<file path="src/rtl/nn_pkg.sv">
// Shared constants for the small MLP datapath: word widths, buffer depth
// and the neuron count of each network layer.
package nn_pkg;

   localparam int DW = 16;
   localparam int DEPTH = 16;
   localparam int AW = $clog2(DEPTH);

   localparam int L0_SIZE = 13;
   localparam int L1_SIZE = 6;
   localparam int L2_SIZE = 3;

endpackage

</file>
<file path="src/rtl/act_pingpong_buf_if.sv">
// Write/read bundle of the activation ping-pong buffer.
// The producer/consumer side is master, the buffer is slave.
interface act_pingpong_buf_if #(
   parameter int DW = nn_pkg::DW,
   parameter int AW = nn_pkg::AW
);

   logic          wr_valid;
   logic [AW-1:0] wr_addr;
   logic [DW-1:0] wr_data;
   logic          wr_last;
   logic          wr_ready;

   logic          rd_en;
   logic [AW-1:0] rd_addr;
   logic          rd_release;
   logic [DW-1:0] rd_data;
   logic          rd_valid;
   logic          bank_avail;
   logic [AW:0]   rd_len;
   logic          err;

   modport master (
      output wr_valid, wr_addr, wr_data, wr_last,
      output rd_en, rd_addr, rd_release,
      input  wr_ready, rd_data, rd_valid,
      input  bank_avail, rd_len, err
   );

   modport slave (
      input  wr_valid, wr_addr, wr_data, wr_last,
      input  rd_en, rd_addr, rd_release,
      output wr_ready, rd_data, rd_valid,
      output bank_avail, rd_len, err
   );

endinterface

</file>
<file path="src/rtl/act_relu_shift.sv">
// Write-path activation: arithmetic right shift of the signed sum,
// then clamp negatives to zero.
module act_relu_shift #(
   parameter int DW = nn_pkg::DW,
   parameter int SHIFT = 0
) (
   input  logic [DW-1:0] din,
   output logic [DW-1:0] dout
);

   logic signed [DW-1:0] shifted;

   assign shifted = $signed(din) >>> SHIFT;
   assign dout = shifted[DW-1] ? '0 : shifted;

endmodule

</file>
<file path="src/rtl/act_pingpong_buf.sv">
// Two-bank activation buffer: one layer is written while the previous
// committed layer is read; banks hand over on commit/release.
module act_pingpong_buf #(
   parameter int DW = nn_pkg::DW,
   parameter int DEPTH = nn_pkg::DEPTH,
   parameter int SHIFT = 0
) (
   input logic               clk,
   input logic               rst,
   act_pingpong_buf_if.slave bus
);

   localparam int AW = $clog2(DEPTH);
   localparam int LW = AW + 1;

   logic [DW-1:0] mem_q [2][DEPTH];

   logic [1:0]    full_q, full_d;
   logic [LW-1:0] len_q [2];
   logic [LW-1:0] len_d [2];
   logic          wr_bank_q, wr_bank_d;
   logic          rd_bank_q, rd_bank_d;
   logic          rd_valid_q, rd_valid_d;
   logic [DW-1:0] rd_data_q, rd_data_d;
   logic          err_q, err_d;

   logic [DW-1:0] act;
   logic          wr_ready;
   logic          bank_avail;
   logic          wr_fire;
   logic          rd_fire;
   logic          rel_fire;
   logic          in_range;

   act_relu_shift #(
      .DW    (DW),
      .SHIFT (SHIFT)
   ) u_relu (
      .din  (bus.wr_data),
      .dout (act)
   );

   assign wr_ready   = !full_q[wr_bank_q];
   assign bank_avail = full_q[rd_bank_q];
   assign wr_fire    = bus.wr_valid && wr_ready;
   assign rd_fire    = bus.rd_en && bank_avail;
   assign rel_fire   = bus.rd_release && bank_avail;
   assign in_range   = LW'(bus.rd_addr) < len_q[rd_bank_q];

   // Commit and release never hit the same bank, so both may apply.
   always_comb begin
      full_d     = full_q;
      len_d      = len_q;
      wr_bank_d  = wr_bank_q;
      rd_bank_d  = rd_bank_q;
      rd_valid_d = rd_fire;
      rd_data_d  = rd_data_q;
      err_d      = err_q;

      if (wr_fire && bus.wr_last) begin
         full_d[wr_bank_q] = 1'b1;
         len_d[wr_bank_q]  = LW'(bus.wr_addr) + LW'(1);
         wr_bank_d         = !wr_bank_q;
      end

      if (rel_fire) begin
         full_d[rd_bank_q] = 1'b0;
         rd_bank_d         = !rd_bank_q;
      end

      if (rd_fire) begin
         rd_data_d = in_range ? mem_q[rd_bank_q][bus.rd_addr] : '0;
      end

      if ((bus.wr_valid && !wr_ready) ||
          (bus.rd_en && !bank_avail) ||
          (bus.rd_release && !bank_avail)) begin
         err_d = 1'b1;
      end
   end

   always_ff @(posedge clk) begin
      if (rst) begin
         full_q     <= '0;
         len_q      <= '{default: '0};
         wr_bank_q  <= 1'b0;
         rd_bank_q  <= 1'b0;
         rd_valid_q <= 1'b0;
         rd_data_q  <= '0;
         err_q      <= 1'b0;
      end else begin
         full_q     <= full_d;
         len_q      <= len_d;
         wr_bank_q  <= wr_bank_d;
         rd_bank_q  <= rd_bank_d;
         rd_valid_q <= rd_valid_d;
         rd_data_q  <= rd_data_d;
         err_q      <= err_d;
      end
   end

   // Storage is not reset; stale entries are masked by len on read.
   always_ff @(posedge clk) begin
      if (wr_fire && !rst) begin
         mem_q[wr_bank_q][bus.wr_addr] <= act;
      end
   end

   assign bus.wr_ready   = wr_ready;
   assign bus.bank_avail = bank_avail;
   assign bus.rd_len     = bank_avail ? len_q[rd_bank_q] : '0;
   assign bus.rd_valid   = rd_valid_q;
   assign bus.rd_data    = rd_data_q;
   assign bus.err        = err_q;

endmodule

</file>
<file path="src/flat_wrapper.sv">
// flat-port wrapper written by rule: the top's interface ports become plain ports
module act_pingpong_buf_flat import nn_pkg::*;
#(
   parameter int DW = nn_pkg::DW,
   parameter int DEPTH = nn_pkg::DEPTH,
   parameter int SHIFT = 0
)
  (clk, rst, bus_wr_valid, bus_wr_addr, bus_wr_data, bus_wr_last, bus_rd_en, bus_rd_addr, bus_rd_release, bus_wr_ready, bus_rd_data, bus_rd_valid, bus_bank_avail, bus_rd_len, bus_err);
  act_pingpong_buf_if #(.DW(DW), .AW(AW)) bus_i ();
  input logic clk;
  input logic rst;
  input wire logic [$bits(bus_i.wr_valid)-1:0] bus_wr_valid;
  input wire logic [$bits(bus_i.wr_addr)-1:0] bus_wr_addr;
  input wire logic [$bits(bus_i.wr_data)-1:0] bus_wr_data;
  input wire logic [$bits(bus_i.wr_last)-1:0] bus_wr_last;
  input wire logic [$bits(bus_i.rd_en)-1:0] bus_rd_en;
  input wire logic [$bits(bus_i.rd_addr)-1:0] bus_rd_addr;
  input wire logic [$bits(bus_i.rd_release)-1:0] bus_rd_release;
  output wire logic [$bits(bus_i.wr_ready)-1:0] bus_wr_ready;
  output wire logic [$bits(bus_i.rd_data)-1:0] bus_rd_data;
  output wire logic [$bits(bus_i.rd_valid)-1:0] bus_rd_valid;
  output wire logic [$bits(bus_i.bank_avail)-1:0] bus_bank_avail;
  output wire logic [$bits(bus_i.rd_len)-1:0] bus_rd_len;
  output wire logic [$bits(bus_i.err)-1:0] bus_err;
  assign bus_i.wr_valid = bus_wr_valid;
  assign bus_i.wr_addr = bus_wr_addr;
  assign bus_i.wr_data = bus_wr_data;
  assign bus_i.wr_last = bus_wr_last;
  assign bus_i.rd_en = bus_rd_en;
  assign bus_i.rd_addr = bus_rd_addr;
  assign bus_i.rd_release = bus_rd_release;
  assign bus_wr_ready = bus_i.wr_ready;
  assign bus_rd_data = bus_i.rd_data;
  assign bus_rd_valid = bus_i.rd_valid;
  assign bus_bank_avail = bus_i.bank_avail;
  assign bus_rd_len = bus_i.rd_len;
  assign bus_err = bus_i.err;
  act_pingpong_buf #(.DW(DW), .DEPTH(DEPTH), .SHIFT(SHIFT)) u_core (.clk(clk), .rst(rst), .bus(bus_i));
endmodule
</file>
<file path="config.mk">
export PLATFORM = sky130hd
export DESIGN_NAME = act_pingpong_buf_flat
export DESIGN_NICKNAME = d
export VERILOG_FILES = /design/src/rtl/nn_pkg.sv /design/src/rtl/act_pingpong_buf_if.sv /design/src/rtl/act_relu_shift.sv /design/src/rtl/act_pingpong_buf.sv /design/src/flat_wrapper.sv
export SDC_FILE = /design/constraint.sdc
export NUM_CORES = 1
export LEC_CHECK = 0
export CAP_MARGIN = 40
export CORE_MARGIN = 1.5
export CORE_UTILIZATION = 55
export CTS_CLUSTER_DIAMETER = 120
export CTS_CLUSTER_SIZE = 8
export DETAILED_ROUTE_END_ITERATION = 7
export PLACE_DENSITY = 0.75
export RECOVER_POWER = 25
export SYNTH_ARGS = -nofsm -noshare
export SYNTH_HDL_FRONTEND = slang
export SYNTH_SLANG_ARGS = --single-unit
</file>
<file path="constraint.sdc">
create_clock -name clk -period 2.43 [get_ports clk]
set_input_delay 0.729 -clock clk [delete_from_list [all_inputs] [get_ports clk]]
set_output_delay 0.729 -clock clk [all_outputs]
set_load 0.01 [all_outputs]
</file>
==> results of run 1 <==
==> synthesized netlist by cell type (2+ instances only) <==
library cell	n
nand4_1	2
buf_4	10
or3b_2	2
ha_1	7
inv_1	4
a221oi_2	3
buf_8	6
clkbuf_1	36
o21ai_0	3
o31ai_2	6
o22ai_1	30
buf_2	5
a221oi_1	57
mux2i_1	248
a21oi_1	7
nor2b_1	17
a311oi_1	2
nor2_1	52
o31ai_1	9
nand2b_1	5
nor3_1	2
nand3_1	2
dfxtp_1	32
a22o_1	60
buf_6	11
nand2_1	23
edfxtp_1	480
nand3b_1	3
nor3b_1	3
a211oi_1	6
==> state kept, by name, summed over array words and instances, names as in the netlist, named ones only <==
name / cells
u_core.wr_bank_q: 1
u_core.bus.rd_data: 15
u_core.full_q: 2
u_core.bus.err: 1
u_core.len_q: 10
u_core.rd_bank_q: 1
u_core.bus.rd_valid: 1
u_core.mem_q: 480
==> power groups by stage <==
stage	clock, mW	combinational [mW]	sequential, mW
after floorplan	0	0.599	9.89
after global placement	0	1.07	9.89
after detailed placement	0	1.10	9.89
after CTS	9.37	1.13	9.73
after global routing	9.77	1.20	9.73
final	9.26	1.14	9.74
==> layer usage <==
layer  share of wire  wire length, µm  global-route usage
met1            0.40            19400               0.350
met2            0.47            23000               0.417
met3           0.090             4380              0.0587
met4           0.036             1740              0.0984
met5               0                0                   0
==> worst max-delay path by stage <==
stage / depth (start not counted) / slack, ps / endpoint
final: 9 / 20 / u_core.bus.rd_data[5]$_SDFFE_PP0P_
after global routing: 4 / -0.6 / bus_rd_len[4]
after CTS: 4 / 0.4 / bus_rd_len[3]
after detailed placement: 7 / -670 / u_core.bus.rd_data[2]$_SDFFE_PP0P_
after global placement: 7 / -620 / u_core.bus.rd_data[2]$_SDFFE_PP0P_
after floorplan: 4 / -160 / u_core.mem_q[1][15]$_DFFE_PP_
==> worst register-to-register path, cell delays in order (launching register included) <==
cell,delay (ps)
dfxtp_4,380
buf_12,310
buf_12,260
mux2i_1,90
a22o_1,240
a221oi_1,310
o22ai_1,260
o31ai_1,300
==> cells by family (layout without fill, tap and decap cells) <==
group	count (synthesis)	after routing	share of synthesized area
flops	512	512	0.745
fa+ha+maj	7	7	0.00433
xor+xnor	2	2	0.000867
compound gates	186	186	0.0759
buf+inv	74	338	0.0235
simple gates	115	115	0.0269
mux	249	249	0.123
other cells	1	1	0.000186
==> through the flow <==
step | worst slack [ps] | instances | hold WS, ps | total power, mW | area [µm²]
3_5_place_dp | -671 | 1740 | 459 | 11.0 | 22500
5_1_grt | -0.637 | 1878 | 522 | 20.7 | 24800
3_3_place_gp | -620 | 1739 | 440 | 11.0 | 22500
6_report | 18.2 | 1878 | 486 | 20.1 | 24800
4_1_cts | 0.395 | 1875 | 483 | 20.2 | 24800
2_1_floorplan | -157 | 1146 | 450 | 10.5 | 20200
==> what timing repair did <==
action	in CTS	in global routing
setup endpoints to repair	11	10
setup buffers	2	3
gates cloned	0	0
gates resized for setup	28	12
==> area by class of cell <==
type	count	area, µm²	area share
sequential	512	15100	0.608
multi-input combinational	560	4830	0.195
inverter	4	15.0	0.000606
clock buffer	127	2050	0.0828
tap	468	586	0.0236
clock inverter	6	75.1	0.00303
timing repair buffer	201	2150	0.0867
==> summary.md, run 1 <==
| Metric | Value |
|---|---|
| CTS Root Buffer Type | clkbuf_16 |
| Worst Hold Class | reg -> reg |
| Std-Cell Rows | 70 |
| Core area | 36300 µm² |
| DRT Pass-1 Iters | 6 |
| Antenna violations before repair | 0 |
| Relative slew slack | 0.367 |
| Net count, final | 1389 |
| Final core utilization | 0.681 |
| CP top delay family | buffers and inverters |
| Seq pwr share | 0.484 |
| Crit path kind | in -> reg |
| Mapped Avg Cell Area | 17.6 µm² |
| Max cap viols | 0 |
| Result of the run | finished clean |
| Vias | 11500 |
| Tot GR Track Use | 0.260 |
| Antenna cell count | 0 |
| Hold Buf Count CTS | 0 |
| Die Width | 195 µm |
| Hold path depth | 2 |
| Fillers | 2293 |
| Comb power frac | 0.056 |
| Power per cell area | 813 nW/µm² |
| Top cell type's share of synthesized area | 0.713 |
| Seq/Total Area, Yosys | 0.745 |
| H-tree Lvls | 3 |
| # DRC | 0 |
| R2R depth | 7 |
| Total congestion overflow | 0 |
| Most common cell after layout, fill and taps aside | edfxtp_1 |
| Layout overhead on the synthesized area | 22.6% |
| FMAX | 0.415 GHz |
| Slowest-stage cell, CP | clkdlybuf4s50_1 |
| Slew @ Worst Pin | 949 ps |
| # clock sinks | 512 |
| CP startpoint | bus_rd_addr[1] |
| Worst path max stage delay | 480 ps |
| Wire per inst | 25.9 µm |
| Largest net degree at the start of global routing | 48 |
| Prevailing post-synth register cell | edfxtp_1 |
| Final HPWL from detailed placement | 29200 µm |
| Post-synth EDFFs | 480 |
| Final Max Tran Viols | 0 |
| Commonest cells after routing, fill and taps aside | 480 x edfxtp_1, 242 x mux2i_1, 88 x buf_4, 74 x clkbuf_16, 60 x a22o_1 |
| RD Place Congestion | 0.870 |
| Switching Share | 0.211 |
| Peak VDD IR | 0.678 mV |
| Vias in the first global route | 11700 |
| Distinct cells, synth | 43 |
| Layout cell share with drive strength beyond 1 | 0.192 |
| Detail Route Antenna Nets | 0 |
| Switching Power | 4.24 mW |
| Leak | 8.04 nW |
| Async SR Flop Fraction | 0 |
| RSZ-0062 raised after global routing | yes |
| Synthesized cell area | 20200 µm² |
| Syn Nets | 1183 |
| Setup TNS | 0 ps |
| Crit path buf inv count | 4 |
| TritonCTS Buffers | 73 |
| CTS tree | yes |
| Period utilization | 0.993 |
| Worst Path Required | 2860 ps |
| First-pass GRT wire length | 72300 µm |
| Fin. Hold Viols | 0 |
| Synthesis warning total | 0 |
| Min cycle time layout | 2410 ps |
| Die extent in y | 195 µm |
| Pint | 15.9 mW |
| CP Data Arrival Time | 2840 ps |
| IO Count | 55 |
| Min-delay src | u_core.bus.rd_data[13]$_SDFFE_PP0P_ |
| Synth area leaders | edfxtp_1 71%, mux2i_1 12%, dfxtp_1 3.2% |
| Clk pwr share | 0.460 |
| Critical path launch point type | primary input |
| Cells after Synth | 1146 |
| Deepest clock path buffer count | 3 |
| Crit-path max FO | 5 |
| Port Buf Inserts | 53 |
| Worst-path clk slew | 50 ps |
| Worst reg-to-reg setup slack | 180 ps |
| Initial cell density of the core | 0.556 |
| Final-report setup violation count | 0 |
| Crit path capture type | flop |
| Min-Delay Endpoint | u_core.bus.rd_data[13]$_SDFFE_PP0P_ |
| CP dominant cell by count | buf_4 |
| Vias/cell | 6.14 |
| Clock skew | 19.9 ps |
| Seq cells post-synth | 512 |
| Worst-Skew Late Latency | 580 ps |
| Initial DRC count | 1352 |
| R2r endpoint | u_core.bus.rd_data[4]$_SDFFE_PP0P_ |
| WL final | 48600 µm |
| Largest area contributor in the synthesized netlist | edfxtp_1 |
| CP cell instances | clkdlybuf4s50_1 -> buf_4 -> nor2b_4 -> buf_4 -> a22o_1 -> a221oi_1 -> buf_4 -> o22ai_1 -> o31ai_2 |
| Die area | 37900 µm² |
Note: power is estimated with default switching activity, not from simulation.
==> run 2, diff against run 1 <==
Settings changed: CTS_CLUSTER_SIZE 8 to 24, PLACE_DENSITY 0.75 to unset, PLACE_DENSITY_LB_ADDON set to 0.1.
==> summary.md, run 2 (same netlist as run 1, synthesis figures left out) <==
| Metric | Value |
|---|---|
| Switching Share | 0.214 |
| Final Max Tran Viols | 0 |
| Vias | 11000 |
| DRT Pass-1 Iters | 5 |
| Comb power frac | 0.077 |
| Vias in the first global route | 10900 |
| Setup TNS | 0 ps |
| H-tree Lvls | 1 |
| Fin. Hold Viols | 0 |
| Slew @ Worst Pin | 845 ps |
| Hold Buf Count CTS | 0 |
| Total congestion overflow | 0 |
| Clk pwr share | 0.295 |
| Worst-Skew Late Latency | 560 ps |
| Std-Cell Rows | 70 |
| CP cell instances | clkdlybuf4s50_1 -> buf_4 -> nor2b_4 -> buf_12 -> buf_4 -> a22o_1 -> a221oi_1 -> o22ai_1 -> o31ai_1 |
| Deepest clock path buffer count | 3 |
| Final-report setup violation count | 0 |
| Period utilization | 0.980 |
| FMAX | 0.420 GHz |
| Layout overhead on the synthesized area | 16.6% |
| Worst reg-to-reg setup slack | 50 ps |
| Commonest cells after routing, fill and taps aside | 480 x edfxtp_1, 244 x mux2i_1, 122 x buf_4, 60 x a22o_1, 51 x nor2_1 |
| Non-Filler Instances | 1820 |
| Switching Power | 3.30 mW |
| CP Data Arrival Time | 2860 ps |
| IO Count | 55 |
| # DRC | 0 |
| Layout cell share with drive strength beyond 1 | 0.191 |
| Placed Cells | 1772 |
| Clock skew | 26.4 ps |
| Final core utilization | 0.648 |
| Worst Hold Class | reg -> reg |
| R2r endpoint | u_core.bus.rd_data[5]$_SDFFE_PP0P_ |
| Slowest-stage cell, CP | clkdlybuf4s50_1 |
| Max cap viols | 0 |
| WL final | 48400 µm |
| Net count, final | 1371 |
| Crit-path max FO | 19 |
| # clock sinks | 512 |
| Initial DRC count | 1073 |
| TritonCTS Buffers | 25 |
| Seq pwr share | 0.628 |
| Vias/cell | 6.06 |
| Max reg flops | 480 |
| Tot GR Track Use | 0.259 |
| Design area | 23600 µm² |
| Most common cell after layout, fill and taps aside | edfxtp_1 |
| Relative slew slack | 0.437 |
| Die area | 37900 µm² |
| CP startpoint | bus_rd_addr[0] |
| Worst setup margin | 47.7 ps |
| CP Capture Point | u_core.bus.rd_data[13]$_SDFFE_PP0P_ |
| CP top delay family | compound AO/OA/AOI/OAI gates |
| Peak VDD IR | 0.727 mV |
| Die extent in y | 195 µm |
| CTS tree | yes |
| Leak | 7.55 nW |
| Min Hold Slack | 472 ps |
| RD Place Congestion | 0.794 |
| Initial cell density of the core | 0.556 |
| CP dominant cell by count | buf_4 |
| Core area | 36300 µm² |
| Critical path launch point type | primary input |
| Place WS | -848 ps |
| Crit path buf inv count | 4 |
| Worst Path Required | 2900 ps |
| Antenna violations before repair | 0 |
| First-pass GRT wire length | 71700 µm |
| Wire per inst | 26.6 µm |
| Detail Route Antenna Nets | 0 |
| Crit path capture type | flop |
| R2R depth | 8 |
| Antenna cell count | 0 |
| Power per cell area | 656 nW/µm² |
| Pint | 12.1 mW |
| Die Width | 195 µm |
| Post-DP Area | 22800 µm² |
| CTS Root Buffer Type | clkbuf_16 |
| Largest net degree at the start of global routing | 33 |
| Worst path max stage delay | 460 ps |
| Final HPWL from detailed placement | 31600 µm |
| Crit path kind | in -> reg |
| Crit path depth | 9 |
| Worst-path clk slew | 100 ps |
| Port Buf Inserts | 53 |
| Min cycle time layout | 2380 ps |
| Result of the run | finished clean |
| Tot Pwr | 15.5 mW |
| Most flop-heavy register | u_core.mem_q |
-- run 2: cell count changes in the layout (fill, tap and decap cells not counted), moves of 3 or more --
cell             before  now
clkdlybuf4s15_1       4    1
mux2i_2               0    3
clkbuf_16            74   25
inv_6                 3    0
a221oi_1             56   50
mux2i_4               6    1
a221oi_2              4   10
buf_4                88  122
clkbuf_1             56   20
clkinv_8              3    0
buf_2                11    3
clkbuf_2              1   10
-- run 2: worst min-delay path, cell delays in order, from the launching register on --
cell,delay (ps)
dfxtp_1,320
nand2_1,50
o31ai_1,60
-- run 2: how the worst min path moves through the flow --
| stage | startpoint | end | slack [ps] | depth (start not counted) |
|---|---|---|---|---|
| finish | u_core.bus.rd_data[1]$_SDFFE_PP0P_ | u_core.bus.rd_data[1]$_SDFFE_PP0P_ | 470 | 2 |
| global route | u_core.bus.rd_data[1]$_SDFFE_PP0P_ | u_core.bus.rd_data[1]$_SDFFE_PP0P_ | 510 | 2 |
| global placement | u_core.bus.rd_data[1]$_SDFFE_PP0P_ | u_core.bus.rd_data[1]$_SDFFE_PP0P_ | 440 | 2 |
| floorplan | u_core.len_q[4]$_SDFFE_PP0P_ | u_core.len_q[4]$_SDFFE_PP0P_ | 450 | 2 |
| CTS | u_core.bus.rd_data[1]$_SDFFE_PP0P_ | u_core.bus.rd_data[1]$_SDFFE_PP0P_ | 470 | 2 |
| detailed placement | u_core.bus.rd_data[1]$_SDFFE_PP0P_ | u_core.bus.rd_data[1]$_SDFFE_PP0P_ | 450 | 2 |
-- run 2: power by group through the flow --
stage	sequential [mW]	clock [mW]	combinational, mW
3_3_place_gp	9.90	0	1.15
3_5_place_dp	9.90	0	1.17
6_report	9.70	4.56	1.19
2_1_floorplan	9.89	0	0.599
5_1_grt	9.70	4.92	1.26
4_1_cts	9.70	4.65	1.19
-- run 2: final cells by class --
cell class / count / area, µm²
Multi-Input combinational cell: 560 / 4820
Fill cell: 2520 / 12800
Inverter: 4 / 15.0
Clock buffer: 44 / 697
Timing Repair Buffer: 231 / 2370
Tap cell: 468 / 586
Clock inverter: 1 / 16.3
Sequential cell: 512 / 15100
-- run 2: per-layer routing --
layer / GRT usage / routed length (µm)
met2: 0.414 / 22800
met4: 0.0492 / 845
met3: 0.0220 / 3320
met1: 0.395 / 21400
met5: 0 / 0
-- run 2: timing repair --
item,4_1_cts,5_1_grt
setup endpoints to repair,11,9
pin swaps,0,0
setup buffers,2,1
resized for setup,28,9
